--- config.mk ---
export PLATFORM = sky130hd
export DESIGN_NAME = cdb_arbiter
export DESIGN_NICKNAME = d
export VERILOG_FILES = /design/src/rtl/cdb_pkg.sv /design/src/rtl/cdb_src_fifo.sv /design/src/rtl/cdb_arbiter.sv
export SDC_FILE = /design/constraint.sdc
export NUM_CORES = 1
export LEC_CHECK = 0
export ABC_AREA = 1
export ABC_CLOCK_PERIOD_IN_PS = 3700
export BUFFER_PORTS_ARGS = -buffer_cell sky130_fd_sc_hd__buf_2
export CELL_PAD_IN_SITES_DETAIL_PLACEMENT = 1
export CELL_PAD_IN_SITES_GLOBAL_PLACEMENT = 1
export CORE_MARGIN = 2
export CORE_UTILIZATION = 45
export DETAILED_ROUTE_END_ITERATION = 8
export HOLD_SLACK_MARGIN = 0.1
export PLACE_DENSITY = 0.86
export SLEW_MARGIN = 20
export SYNTH_ARGS = -nofsm -noshare
export SYNTH_HDL_FRONTEND = slang
export SYNTH_SLANG_ARGS = --single-unit
--- constraint.sdc ---
create_clock -name clk -period 3.7 [get_ports clk]
set_input_delay 0.37 -clock clk [delete_from_list [all_inputs] [get_ports clk]]
set_output_delay 0.37 -clock clk [all_outputs]
set_load 0.01 [all_outputs]
--- src/rtl/cdb_pkg.sv ---
// Shared definitions for the common-data-bus arbiter: widths, source indices, payload layout.
// Latency: n/a (definitions only).
// Backpressure: n/a (definitions only).
package cdb_pkg;

  localparam int TAG_W  = 4;
  localparam int DATA_W = 32;
  localparam int NSRC   = 3;

  // Producer index; also the encoding driven on cdb_src.
  typedef enum logic [1:0] {
    SRC_ALU1 = 2'd0,
    SRC_ALU2 = 2'd1,
    SRC_LSB  = 2'd2
  } src_e;

  // Result payload as stored in each source FIFO: tag in the upper bits, value below.
  typedef struct packed {
    logic [TAG_W-1:0]  tag;
    logic [DATA_W-1:0] value;
  } cdb_payload_t;

  // Round-robin successor over the three sources.
  function automatic logic [1:0] next_src(input logic [1:0] k);
    return (k >= 2'(SRC_LSB)) ? 2'(SRC_ALU1) : k + 2'd1;
  endfunction

endpackage

--- src/rtl/cdb_src_fifo.sv ---
// Per-producer result FIFO feeding the CDB arbiter.
// Latency: a push is visible at the head (empty=0) the cycle after it is written.
// Backpressure: ready = count < DEPTH from registered state only; pushes while not ready are dropped.
//
// Ports: clk/rst (sync, active-high), rdy (global freeze), flush (empty everything),
//        push/din (write request + data), pop (remove head), dout (head data),
//        empty, ready, count (occupancy, log2(DEPTH)+1 bits).
module cdb_src_fifo #(
  parameter int DEPTH = 2,
  parameter int W     = 36
) (
  input  logic                       clk,
  input  logic                       rst,
  input  logic                       rdy,
  input  logic                       flush,
  input  logic                       push,
  input  logic                       pop,
  input  logic [W-1:0]               din,
  output logic [W-1:0]               dout,
  output logic                       empty,
  output logic                       ready,
  output logic [$clog2(DEPTH):0]     count
);

  localparam int PTR_W = $clog2(DEPTH);
  localparam int CNT_W = PTR_W + 1;

  logic [PTR_W-1:0] head_q, head_d;
  logic [PTR_W-1:0] tail_q, tail_d;
  logic [CNT_W-1:0] count_q, count_d;
  logic [W-1:0]     mem_q [DEPTH];
  logic [W-1:0]     mem_d [DEPTH];
  logic             wr_en;
  logic             rd_en;

  assign empty = (count_q == '0);
  assign ready = (count_q < CNT_W'(DEPTH));
  assign count = count_q;
  assign dout  = mem_q[head_q];

  assign wr_en = rdy && !flush && push && ready;
  assign rd_en = rdy && !flush && pop && !empty;

  always_comb begin
    head_d  = head_q;
    tail_d  = tail_q;
    count_d = count_q;
    mem_d   = mem_q;
    if (rdy && flush) begin
      head_d  = '0;
      tail_d  = '0;
      count_d = '0;
    end else begin
      if (wr_en) begin
        mem_d[tail_q] = din;
        tail_d        = tail_q + PTR_W'(1);
      end
      if (rd_en) begin
        head_d = head_q + PTR_W'(1);
      end
      count_d = count_q + CNT_W'(wr_en) - CNT_W'(rd_en);
    end
  end

  always_ff @(posedge clk) begin
    if (rst) begin
      head_q  <= '0;
      tail_q  <= '0;
      count_q <= '0;
    end else begin
      head_q  <= head_d;
      tail_q  <= tail_d;
      count_q <= count_d;
    end
  end

  // Storage needs no reset: count gates every read of it.
  always_ff @(posedge clk) begin
    mem_q <= mem_d;
  end

endmodule

--- src/rtl/cdb_arbiter.sv ---
// Round-robin scheduler of the common data bus over ALU1, ALU2 and the load/store buffer.
// Latency: a result pushed at edge E is broadcast at the earliest at edge E+1, for one cycle.
// Backpressure: per-source *_ready from FIFO occupancy; a push while not ready is dropped and sets overflow_err.
//
// Ports: clk/rst (sync, active-high), rdy (global freeze), rs_flush (discard all pending),
//        <src>_valid/_tag/_value/_ready for alu1, alu2, lsb,
//        cdb_valid/cdb_tag/cdb_value/cdb_src (registered broadcast), overflow_err (sticky).
module cdb_arbiter #(
  parameter int FIFO_DEPTH = 2,
  parameter int TAG_W      = 4,
  parameter int DATA_W     = 32
) (
  input  logic              clk,
  input  logic              rst,
  input  logic              rdy,
  input  logic              rs_flush,
  input  logic              alu1_valid,
  input  logic [TAG_W-1:0]  alu1_tag,
  input  logic [DATA_W-1:0] alu1_value,
  output logic              alu1_ready,
  input  logic              alu2_valid,
  input  logic [TAG_W-1:0]  alu2_tag,
  input  logic [DATA_W-1:0] alu2_value,
  output logic              alu2_ready,
  input  logic              lsb_valid,
  input  logic [TAG_W-1:0]  lsb_tag,
  input  logic [DATA_W-1:0] lsb_value,
  output logic              lsb_ready,
  output logic              cdb_valid,
  output logic [TAG_W-1:0]  cdb_tag,
  output logic [DATA_W-1:0] cdb_value,
  output logic [1:0]        cdb_src,
  output logic              overflow_err
);
  import cdb_pkg::*;

  localparam int PAY_W = TAG_W + DATA_W;
  localparam int CNT_W = $clog2(FIFO_DEPTH) + 1;

  logic [NSRC-1:0]  in_vld;
  logic [NSRC-1:0]  fifo_rdy;
  logic [NSRC-1:0]  fifo_empty;
  logic [NSRC-1:0]  pop;
  logic [PAY_W-1:0] in_dat    [NSRC];
  logic [PAY_W-1:0] fifo_dout [NSRC];
  logic [CNT_W-1:0] fifo_cnt  [NSRC];
  logic             active;

  logic [1:0]        rr_ptr_q,    rr_ptr_d;
  logic              cdb_valid_q, cdb_valid_d;
  logic [TAG_W-1:0]  cdb_tag_q,   cdb_tag_d;
  logic [DATA_W-1:0] cdb_value_q, cdb_value_d;
  logic [1:0]        cdb_src_q,   cdb_src_d;
  logic              overflow_q,  overflow_d;

  logic [1:0] order [NSRC];
  logic       grant_vld;
  logic [1:0] grant_idx;

  assign in_vld            = {lsb_valid, alu2_valid, alu1_valid};
  assign in_dat[SRC_ALU1]  = {alu1_tag, alu1_value};
  assign in_dat[SRC_ALU2]  = {alu2_tag, alu2_value};
  assign in_dat[SRC_LSB]   = {lsb_tag,  lsb_value};
  assign alu1_ready        = fifo_rdy[SRC_ALU1];
  assign alu2_ready        = fifo_rdy[SRC_ALU2];
  assign lsb_ready         = fifo_rdy[SRC_LSB];
  assign active            = rdy && !rs_flush;

  for (genvar g = 0; g < NSRC; g++) begin : g_fifo
    assign pop[g] = active && grant_vld && (grant_idx == 2'(g));

    cdb_src_fifo #(
      .DEPTH (FIFO_DEPTH),
      .W     (PAY_W)
    ) u_fifo (
      .clk   (clk),
      .rst   (rst),
      .rdy   (rdy),
      .flush (rs_flush),
      .push  (in_vld[g]),
      .pop   (pop[g]),
      .din   (in_dat[g]),
      .dout  (fifo_dout[g]),
      .empty (fifo_empty[g]),
      .ready (fifo_rdy[g]),
      .count (fifo_cnt[g])
    );
  end

  // Occupancy is exported by each FIFO for debug visibility; the arbiter only needs empty.
  logic unused_cnt;
  assign unused_cnt = ^{fifo_cnt[0], fifo_cnt[1], fifo_cnt[2]};

  // Walk the search order backwards so the earliest non-empty source in the order wins.
  always_comb begin
    order[0]  = rr_ptr_q;
    order[1]  = next_src(rr_ptr_q);
    order[2]  = next_src(next_src(rr_ptr_q));
    grant_vld = 1'b0;
    grant_idx = rr_ptr_q;
    for (int i = NSRC - 1; i >= 0; i--) begin
      if (!fifo_empty[order[i]]) begin
        grant_vld = 1'b1;
        grant_idx = order[i];
      end
    end
  end

  always_comb begin
    rr_ptr_d    = rr_ptr_q;
    cdb_valid_d = cdb_valid_q;
    cdb_tag_d   = cdb_tag_q;
    cdb_value_d = cdb_value_q;
    cdb_src_d   = cdb_src_q;
    overflow_d  = overflow_q;
    if (rdy) begin
      if (rs_flush) begin
        cdb_valid_d = 1'b0;
        rr_ptr_d    = 2'(SRC_ALU1);
      end else begin
        cdb_valid_d = grant_vld;
        if (grant_vld) begin
          {cdb_tag_d, cdb_value_d} = fifo_dout[grant_idx];
          cdb_src_d                = grant_idx;
          rr_ptr_d                 = next_src(grant_idx);
        end
        if ((in_vld & ~fifo_rdy) != '0) begin
          overflow_d = 1'b1;
        end
      end
    end
  end

  always_ff @(posedge clk) begin
    if (rst) begin
      rr_ptr_q    <= '0;
      cdb_valid_q <= 1'b0;
      cdb_tag_q   <= '0;
      cdb_value_q <= '0;
      cdb_src_q   <= '0;
      overflow_q  <= 1'b0;
    end else begin
      rr_ptr_q    <= rr_ptr_d;
      cdb_valid_q <= cdb_valid_d;
      cdb_tag_q   <= cdb_tag_d;
      cdb_value_q <= cdb_value_d;
      cdb_src_q   <= cdb_src_d;
      overflow_q  <= overflow_d;
    end
  end

  assign cdb_valid    = cdb_valid_q;
  assign cdb_tag      = cdb_tag_q;
  assign cdb_value    = cdb_value_q;
  assign cdb_src      = cdb_src_q;
  assign overflow_err = overflow_q;

endmodule

==> results of run 1 <==
==> area by class of cell <==
class / count / area [um^2] / area share [%]
flip-flops and latches: 270 / 7570 / 52.9
multi-input cells: 720 / 3270 / 22.8
repair buffers: 283 / 2010 / 14.1
clock buffers: 33 / 751 / 5.25
well taps: 324 / 405 / 2.84
clock inverters: 17 / 166 / 1.16
inverters: 34 / 128 / 0.893
==> per-stage QoR <==
| stage | setup slack, ns | util [%] | instance area [um^2] |
|---|---|---|---|
| after floorplan | 0.913 | - | 11200 |
| after global placement | 1.09 | 50.4 | 12300 |
| after detailed placement | 0.942 | 50.4 | 12300 |
| after CTS | 0.914 | 58.6 | 14300 |
| after global routing | 0.549 | 58.6 | 14300 |
| final | 0.812 | 58.6 | 14300 |
==> flip-flops by register name, indices dropped and copies added (netlist names) <==
register              count
g_fifo.u_fifo.mem_q     216
cdb_value                32
g_fifo.u_fifo.count       6
cdb_tag                   4
g_fifo.u_fifo.head_q      3
g_fifo.u_fifo.tail_q      3
cdb_src                   2
rr_ptr_q                  2
cdb_valid                 1
overflow_err              1
==> report_power, final <==
group | switching, uW | leakage, uW | internal, uW | total (uW)
combinational | 672 | 0.00301 | 349 | 1020
sequential | 43.4 | 0.00240 | 3370 | 3410
clock | 1190 | 0.000452 | 1650 | 2840
==> Yosys cell counts, types with 2 or more instances <==
cell	instances
a21oi_1	46
buf_1	8
buf_2	24
buf_6	5
clkbuf_1	19
dfxtp_1	54
edfxtp_1	216
ha_1	6
inv_1	27
inv_2	6
mux2i_1	36
nand2_1	467
nand2_2	4
nand3_1	80
nand4_1	2
nor2_1	58
nor3_1	5
o21ai_1	2
or2_2	3
xnor2_1	3
==> worst paths after layout <==
path / end / slack, ns / from / depth (start not counted)
hold reg to reg: cdb_value[20]$_SDFFE_PP0N_ / 0.47 / cdb_value[20]$_SDFFE_PP0N_ / 2
setup / recovery: g_fifo[0].u_fifo.count[1]$_SDFF_PP0_ / 0.81 / rr_ptr_q[1]$_SDFFE_PP0P_ / 14
setup reg to reg: g_fifo[0].u_fifo.count[1]$_SDFF_PP0_ / 0.81 / rr_ptr_q[1]$_SDFFE_PP0P_ / 14
hold / removal: cdb_valid$_SDFFE_PP0P_ / 0.21 / rdy / 4
==> logic make-up after synthesis <==
kind of cell / Yosys count / synth area share (%)
AO/OA/AOI/OAI: 52 / 2.39
XOR/XNOR: 3 / 0.235
flip-flops: 270 / 67.6
adder cells (fa/ha/maj): 6 / 0.670
AND/OR/NAND/NOR: 623 / 22.2
multiplexers: 36 / 3.22
buffers and inverters: 91 / 3.69
==> layout by cell type, fill, tap and decap left out, types with 4 or more instances in the layout <==
master         instances
edfxtp_1             216
buf_4                 17
clkbuf_16             29
buf_2                157
dlygate4sd3_1        108
nor3_1                 5
nor2_4                 7
inv_1                 27
nand2_1              467
dfxtp_1               53
inv_2                  6
clkinv_2               5
nand3_1               80
clkinv_1               8
nor2_1                52
nand2_2                4
mux2i_1               36
ha_1                   6
a21oi_1               46
==> metal layers <==
| metal | GRT usage [%] | share of wire [%] |
|---|---|---|
| met3 | 2.78 | 4.3 |
| met4 | 7.92 | 3.1 |
| met2 | 46.2 | 51 |
| met5 | 0 | 0 |
| met1 | 34.8 | 42 |
==> worst max-delay path, delay by kind of cell, from the launching register on <==
kind | cells | cell delay (ns)
buf+inv | 3 | 0.25
flops | 1 | 0.49
fa+ha+maj | 2 | 0.46
compound gates | 1 | 0.11
simple gates | 8 | 1.50
==> key figures, run 1 <==
Worst setup path
  • Cells along the critical path: nor2_1 > nand2_1 > nand3_1 > inv_2 > nand2_4 > nand2_2 > nor2_1 > nand2_1 > inv_2 > ha_1 > inv_1 > ha_1 > or2_2 > a21oi_1
  • CP peak stage delay: about 0.49 ns
  • Worst EP required: between 4 and 5 ns
  • Crit-path max FO: 37
  • Crit-path slowest cell: dfxtp_1
  • Crit path DAT: roughly 3.4 ns
  • Kind of critical path: reg -> reg
  • Startpoint Class: flop
  • Crit end category: flop

Clocking
  • CTS H-tree lvls: 1
  • CTS tree: done
  • Clock Latency Late Sink: approximately 0.57 ns
  • Root buffer cell: clkbuf_16
  • Clock-pin slew of the registers on the worst-case setup and hold paths: 0.06 ns
  • Inserted Clock Buffers: 28
  • Sink Count: 270
  • CTS max path bufs: 3
  • Total setup buffers inserted after CTS: 0
  • Hold buffers post-CTS: 108
  • Post-CTS resize count: 0

GRT
  • GRT Residual Overflow: 0
  • Largest net degree at the start of global routing: just over 40
  • First-pass GRT wire length: ~53000 um
  • Global-route usage over all layers: 26.4%
  • Vias in the first global route: approximately 9500
  • Initial antenna violation count: 0

STA
  • Period minus WS final: about 2.9 ns
  • Slew HR: 47.4%
  • Final hold slack: ~0.2 ns
  • Unrepaired setup endpoints after global routing: false
  • Setup tns final: 0 ns
  • Worst-Margin Slew: about 0.79 ns
  • Setup violators final: 0
  • Final period util: about four fifths
  • Final hold violations: 0
  • Final Max Slew Viols: 0
  • Fmax: approximately 350 MHz
  • Setup Skew: ~0.054 ns

Finish
  • Share of cells above drive strength 1: between 10% and 20%
  • Layout Nets: between 1000 and 1500
  • Ant. Diodes: 0
  • Area Overhead vs Synth: 27.7%
  • Post-Layout Cell Count: between 1500 and 2000
  • Fillers: roughly 2700

Floorplan
  • IO Count: around 160
  • Chip height: around 160 um
  • Starting Density: 45.9%
  • Die area: about 26000 um^2
  • Die width: around 160 um
  • Row count: between 50 and 60
  • Core footprint: ~24000 um^2

Routing
  • DR DRC count: 0
  • Routed via count: ~9000
  • Initial drt markers: roughly 590
  • ANT nets after route: 0
  • DR vias/cell: about 5.2
  • DR WL/cell: approximately 20 um
  • Final wirelength: 34100 um
  • Drt first pass iters: 5

Synthesis
  • Cell taking the most area after synthesis: edfxtp_1
  • Fraction of registers with async set/reset: 0%
  • Most used DFF post-synth: edfxtp_1
  • Synth Net Count: ~1200
  • Cell Area, Synth: ~11000 um^2
  • Cells after Synth: 1081
  • Number of synthesized register bits: 270
  • Largest cells by area after synthesis: edfxtp_1, nand2_1, dfxtp_1, nand3_1, mux2i_1
  • Syn Area/Cell: approximately 10 um^2
  • Syn. warnings: 0
  • Register area share after synthesis: 67.6%
  • Share of the synthesized area in the top cell type: 57.9%
  • EDFF count, synth: about 220
  • Synth cell types: 30

Pwr
  • LEAKAGE: 0.00586 uW
  • Pwr Total: 7270 uW
  • PD cells: 509 nW/um^2
  • Maximum VDD drop: roughly 0.00038 V

Place
  • Placed Instances: 1523
  • HPWL after DPL: 20700 um
  • PortBufs: between 150 and 200
  • Placer congestion estimate: 0.821

Job
  • Max Cap Viol: 0

Hold path
  • Worst Hold Class: in -> reg

Outcome
  • Run status: finished, final reports clean
(Power assumes the default switching activity.)
==> run 2, diff against run 1 <==
--- a/config.mk
+++ b/config.mk
@@ -6,7 +6,7 @@
 export NUM_CORES = 1
 export LEC_CHECK = 0
 export ABC_AREA = 1
-export ABC_CLOCK_PERIOD_IN_PS = 3700
+export ABC_CLOCK_PERIOD_IN_PS = 2750
 export BUFFER_PORTS_ARGS = -buffer_cell sky130_fd_sc_hd__buf_2
 export CELL_PAD_IN_SITES_DETAIL_PLACEMENT = 1
 export CELL_PAD_IN_SITES_GLOBAL_PLACEMENT = 1
==> constraint.sdc (replaced) <==
create_clock -name clk -period 2.75 [get_ports clk]
set_input_delay 0.275 -clock clk [delete_from_list [all_inputs] [get_ports clk]]
set_output_delay 0.275 -clock clk [all_outputs]
set_load 0.01 [all_outputs]
==> key figures, run 2 (synthesis results as in run 1) <==
Pwr
  • Logic pwr share: 14.0% (about the same)
  • Sw frac: 25.7% (was 26.2%)
  • PD cells: 693 nW/um^2 (was 509 nW/um^2)
  • Flop pwr share: 45.8% (was 46.9%)
  • Pwr Total: 10000 uW (was 7270 uW)
  • Clock power share: 40.2% (was 39.1%)
  • LEAKAGE: 0.00593 uW (was 0.00586 uW)
  • P_int: 7440 uW (was 5370 uW)
  • Maximum VDD drop: 0.000504 V (was 0.000379 V)
  • Switching pwr: 2570 uW (was 1910 uW)

GRT
  • Largest net degree at the start of global routing: 74 (was 41)
  • Initial antenna violation count: 0 (unchanged)
  • Vias in the first global route: 9457 (was 9496)
  • Global-route usage over all layers: 26.4% (about the same)
  • First-pass GRT wire length: 53500 um (was 53400 um)
  • GRT Residual Overflow: 0 (unchanged)

STA
  • Unrepaired setup endpoints after global routing: false (unchanged)
  • Final hold violations: 0 (unchanged)
  • Worst-Margin Slew: 0.725 ns (was 0.789 ns)
  • Slew HR: 51.6% (was 47.4%)
  • Final Max Slew Viols: 0 (unchanged)
  • Final period util: 92.6% (was 78.1%)
  • Setup violators final: 0 (unchanged)
  • Period minus WS final: 2.55 ns (was 2.89 ns)
  • Fmax: 393 MHz (was 346 MHz)
  • Setup tns final: 0 ns (unchanged)
  • Setup Skew: 0.0130 ns (was 0.0543 ns)

Worst setup path
  • Reg2reg setup slack: 0.20 ns (was 0.81 ns)
  • Crit path DAT: 3.01 ns (was 3.38 ns)
  • Crit-path slowest cell: dfxtp_1 (unchanged)
  • Startpoint Class: flop (unchanged)
  • CP peak stage delay: 0.34 ns (was 0.49 ns)
  • Reg2reg start: g_fifo[2].u_fifo.count[1]$_SDFF_PP0_ (was rr_ptr_q[1]$_SDFFE_PP0P_)
  • R2R depth: 17 (was 14)
  • Top delay family on crit path: simple AND/OR/NAND/NOR gates (unchanged)
  • Cells along the critical path: inv_2 > nand2_1 > nand2_1 > nand2_1 > nor2_4 > nand2_1 > nand3_1 > nand2_1 > nand2_2 > nand2_2 > nand3_2 > inv_1 > ha_1 > inv_1 > ha_1 > or2_2 > a21oi_1 (was nor2_1 > nand2_1 > nand3_1 > inv_2 > nand2_4 > nand2_2 > nor2_1 > nand2_1 > inv_2 > ha_1 > inv_1 > ha_1 > or2_2 > a21oi_1)
  • Worst EP required: 3.21 ns (was 4.19 ns)
  • Crit end category: flop (unchanged)
  • Reg-to-Reg End: g_fifo[1].u_fifo.count[1]$_SDFF_PP0_ (was g_fifo[0].u_fifo.count[1]$_SDFF_PP0_)
  • CP Buf/Inv Count: 3 (unchanged)
  • Top cell by count, worst path: nand2_1
  • Crit-path max FO: 4 (was 37)
  • Kind of critical path: reg -> reg (unchanged)

Floorplan
  • Die area: 26200 um^2 (unchanged)
  • IO Count: 158 (unchanged)
  • Chip height: 162 um (unchanged)
  • Core footprint: 24400 um^2 (unchanged)
  • Row count: 57 (unchanged)
  • Die width: 162 um (unchanged)
  • Starting Density: 45.9% (unchanged)

Place
  • Area after DPL: 12400 um^2 (was 12300 um^2)
  • PortBufs: 157 (unchanged)
  • Placed Instances: 1528 (was 1523)
  • Placer congestion estimate: 0.795 (was 0.821)
  • HPWL after DPL: 20900 um (was 20700 um)

Finish
  • Biggest register: g_fifo.u_fifo.mem_q (unchanged)
  • Design area: 14400 um^2 (was 14300 um^2)
  • Fillers: 2676 (was 2665)
  • Max FFs per register: 216 (unchanged)
  • Core Util, Final: 59.2% (was 58.6%)
  • Ant. Diodes: 0 (unchanged)
  • Share of cells above drive strength 1: 18.6% (was 17.6%)
  • Commonest non-fill, non-tap cell in the layout: nand2_1 (unchanged)
  • Most frequent cells in the layout: nand2_1, edfxtp_1, buf_2 (unchanged)
  • Area Overhead vs Synth: 29.0% (was 27.7%)
  • Layout Nets: 1464 (was 1458)
  • Post-Layout Cell Count: 1689 (was 1681)

Clocking
  • Inserted Clock Buffers: 28 (unchanged)
  • Root buffer cell: clkbuf_16 (unchanged)
  • CTS max path bufs: 3 (unchanged)
  • Total setup buffers inserted after CTS: 0 (unchanged)
  • CTS tree: done (unchanged)
  • CTS H-tree lvls: 1 (unchanged)
  • Clock Latency Late Sink: 0.54 ns (was 0.57 ns)
  • Sink Count: 270 (unchanged)
  • Clock-pin slew of the registers on the worst-case setup and hold paths: 0.06 ns (about the same)

Routing
  • Drt first pass iters: 5 (unchanged)
  • DR vias/cell: 5.21 (was 5.25)
  • Routed via count: 8807 (was 8823)
  • Initial drt markers: 650 (was 588)
  • DR DRC count: 0 (unchanged)
  • DR WL/cell: 20.4 um (was 20.3 um)
  • Final wirelength: 34500 um (was 34100 um)
  • ANT nets after route: 0 (unchanged)

Job
  • Max Cap Viol: 0 (unchanged)

Hold path
  • Hold path start: lsb_valid (was rdy)
  • Worst hold stages: 5 (was 4)
  • Worst Hold Class: in -> reg (unchanged)
  • Worst Hold End: overflow_err$_SDFFE_PP0P_ (was cdb_valid$_SDFFE_PP0P_)

Outcome
  • Run status: finished, final reports clean (unchanged)
run 2: cell count changes in the layout (fill, tap and decap cells not counted), moves of 2 or more:
cell / before / now
buf_4: 17 / 21
clkbuf_1: 3 / 6
clkbuf_16: 29 / 31
clkbuf_8: 1 / 4
clkinv_1: 8 / 3
dfxtp_1: 53 / 51
dfxtp_2: 1 / 3
nor2_1: 52 / 50
run 2: area by class of cell:
type | instances | area, um^2 | area share (%)
sequential | 270 | 7570 | 52.4
multi-input combinational | 720 | 3280 | 22.7
timing repair buffer | 289 | 2070 | 14.4
clock buffer | 41 | 853 | 5.91
tap | 324 | 405 | 2.81
clock inverter | 11 | 131 | 0.909
inverter | 34 | 128 | 0.883
run 2: repair_timing:
item / in CTS / in global routing
endpoints found under the setup margin: 0 / 2
resized for setup: 0 / 7
endpoints found under the hold margin: 217 / 0
hold buffers: 109 / 0
run 2: power by group through the flow:
stage | Combinational [uW] | Clock, uW | Sequential [uW]
after floorplan | 763 | 0 | 4680
after global placement | 1190 | 0 | 4660
after detailed placement | 1240 | 0 | 4670
after CTS | 1380 | 4050 | 4580
after global routing | 1560 | 4230 | 4590
final | 1410 | 4030 | 4580
run 2: worst reg2reg max path: cells and delay by family, from the launching register on:
family	cells	cell delay [ns]
AND/OR/NAND/NOR	11	1.32
adder cells (fa/ha/maj)	2	0.47
flip-flops	1	0.34
buffers and inverters	3	0.20
AO/OA/AOI/OAI	1	0.15
run 2: how the worst max path moves through the flow:
stage,start,to,cells after the start
2_1_floorplan,rdy,g_fifo[0].u_fifo.mem_q[0]$_DFFE_PP_,4
3_3_place_gp,rr_ptr_q[1]$_SDFFE_PP0P_,g_fifo[1].u_fifo.count[1]$_SDFF_PP0_,16
3_5_place_dp,rr_ptr_q[1]$_SDFFE_PP0P_,g_fifo[1].u_fifo.count[1]$_SDFF_PP0_,16
4_1_cts,rr_ptr_q[1]$_SDFFE_PP0P_,g_fifo[1].u_fifo.count[1]$_SDFF_PP0_,16
5_1_grt,g_fifo[2].u_fifo.count[1]$_SDFF_PP0_,g_fifo[1].u_fifo.count[1]$_SDFF_PP0_,17
6_report,g_fifo[2].u_fifo.count[1]$_SDFF_PP0_,g_fifo[1].u_fifo.count[1]$_SDFF_PP0_,17
run 2: metrics by stage:
stage	hold WS [ns]	worst slack (ns)
floorplan	0.374	0.0583
global placement	0.453	0.443
detailed placement	0.460	0.173
CTS	0.127	0.0760
global route	0.188	0.0420
finish	0.143	0.202
run 2: metal layers:
metal	track usage [%]	up-vias	wire length [um]	share of wire [%]
met4	7.00	0	775	2.2
met1	34.5	4347	14400	42
met2	46.8	279	17700	51
li1	-	4121	-	-
met5	0	-	0	0
met3	2.99	60	1640	4.8
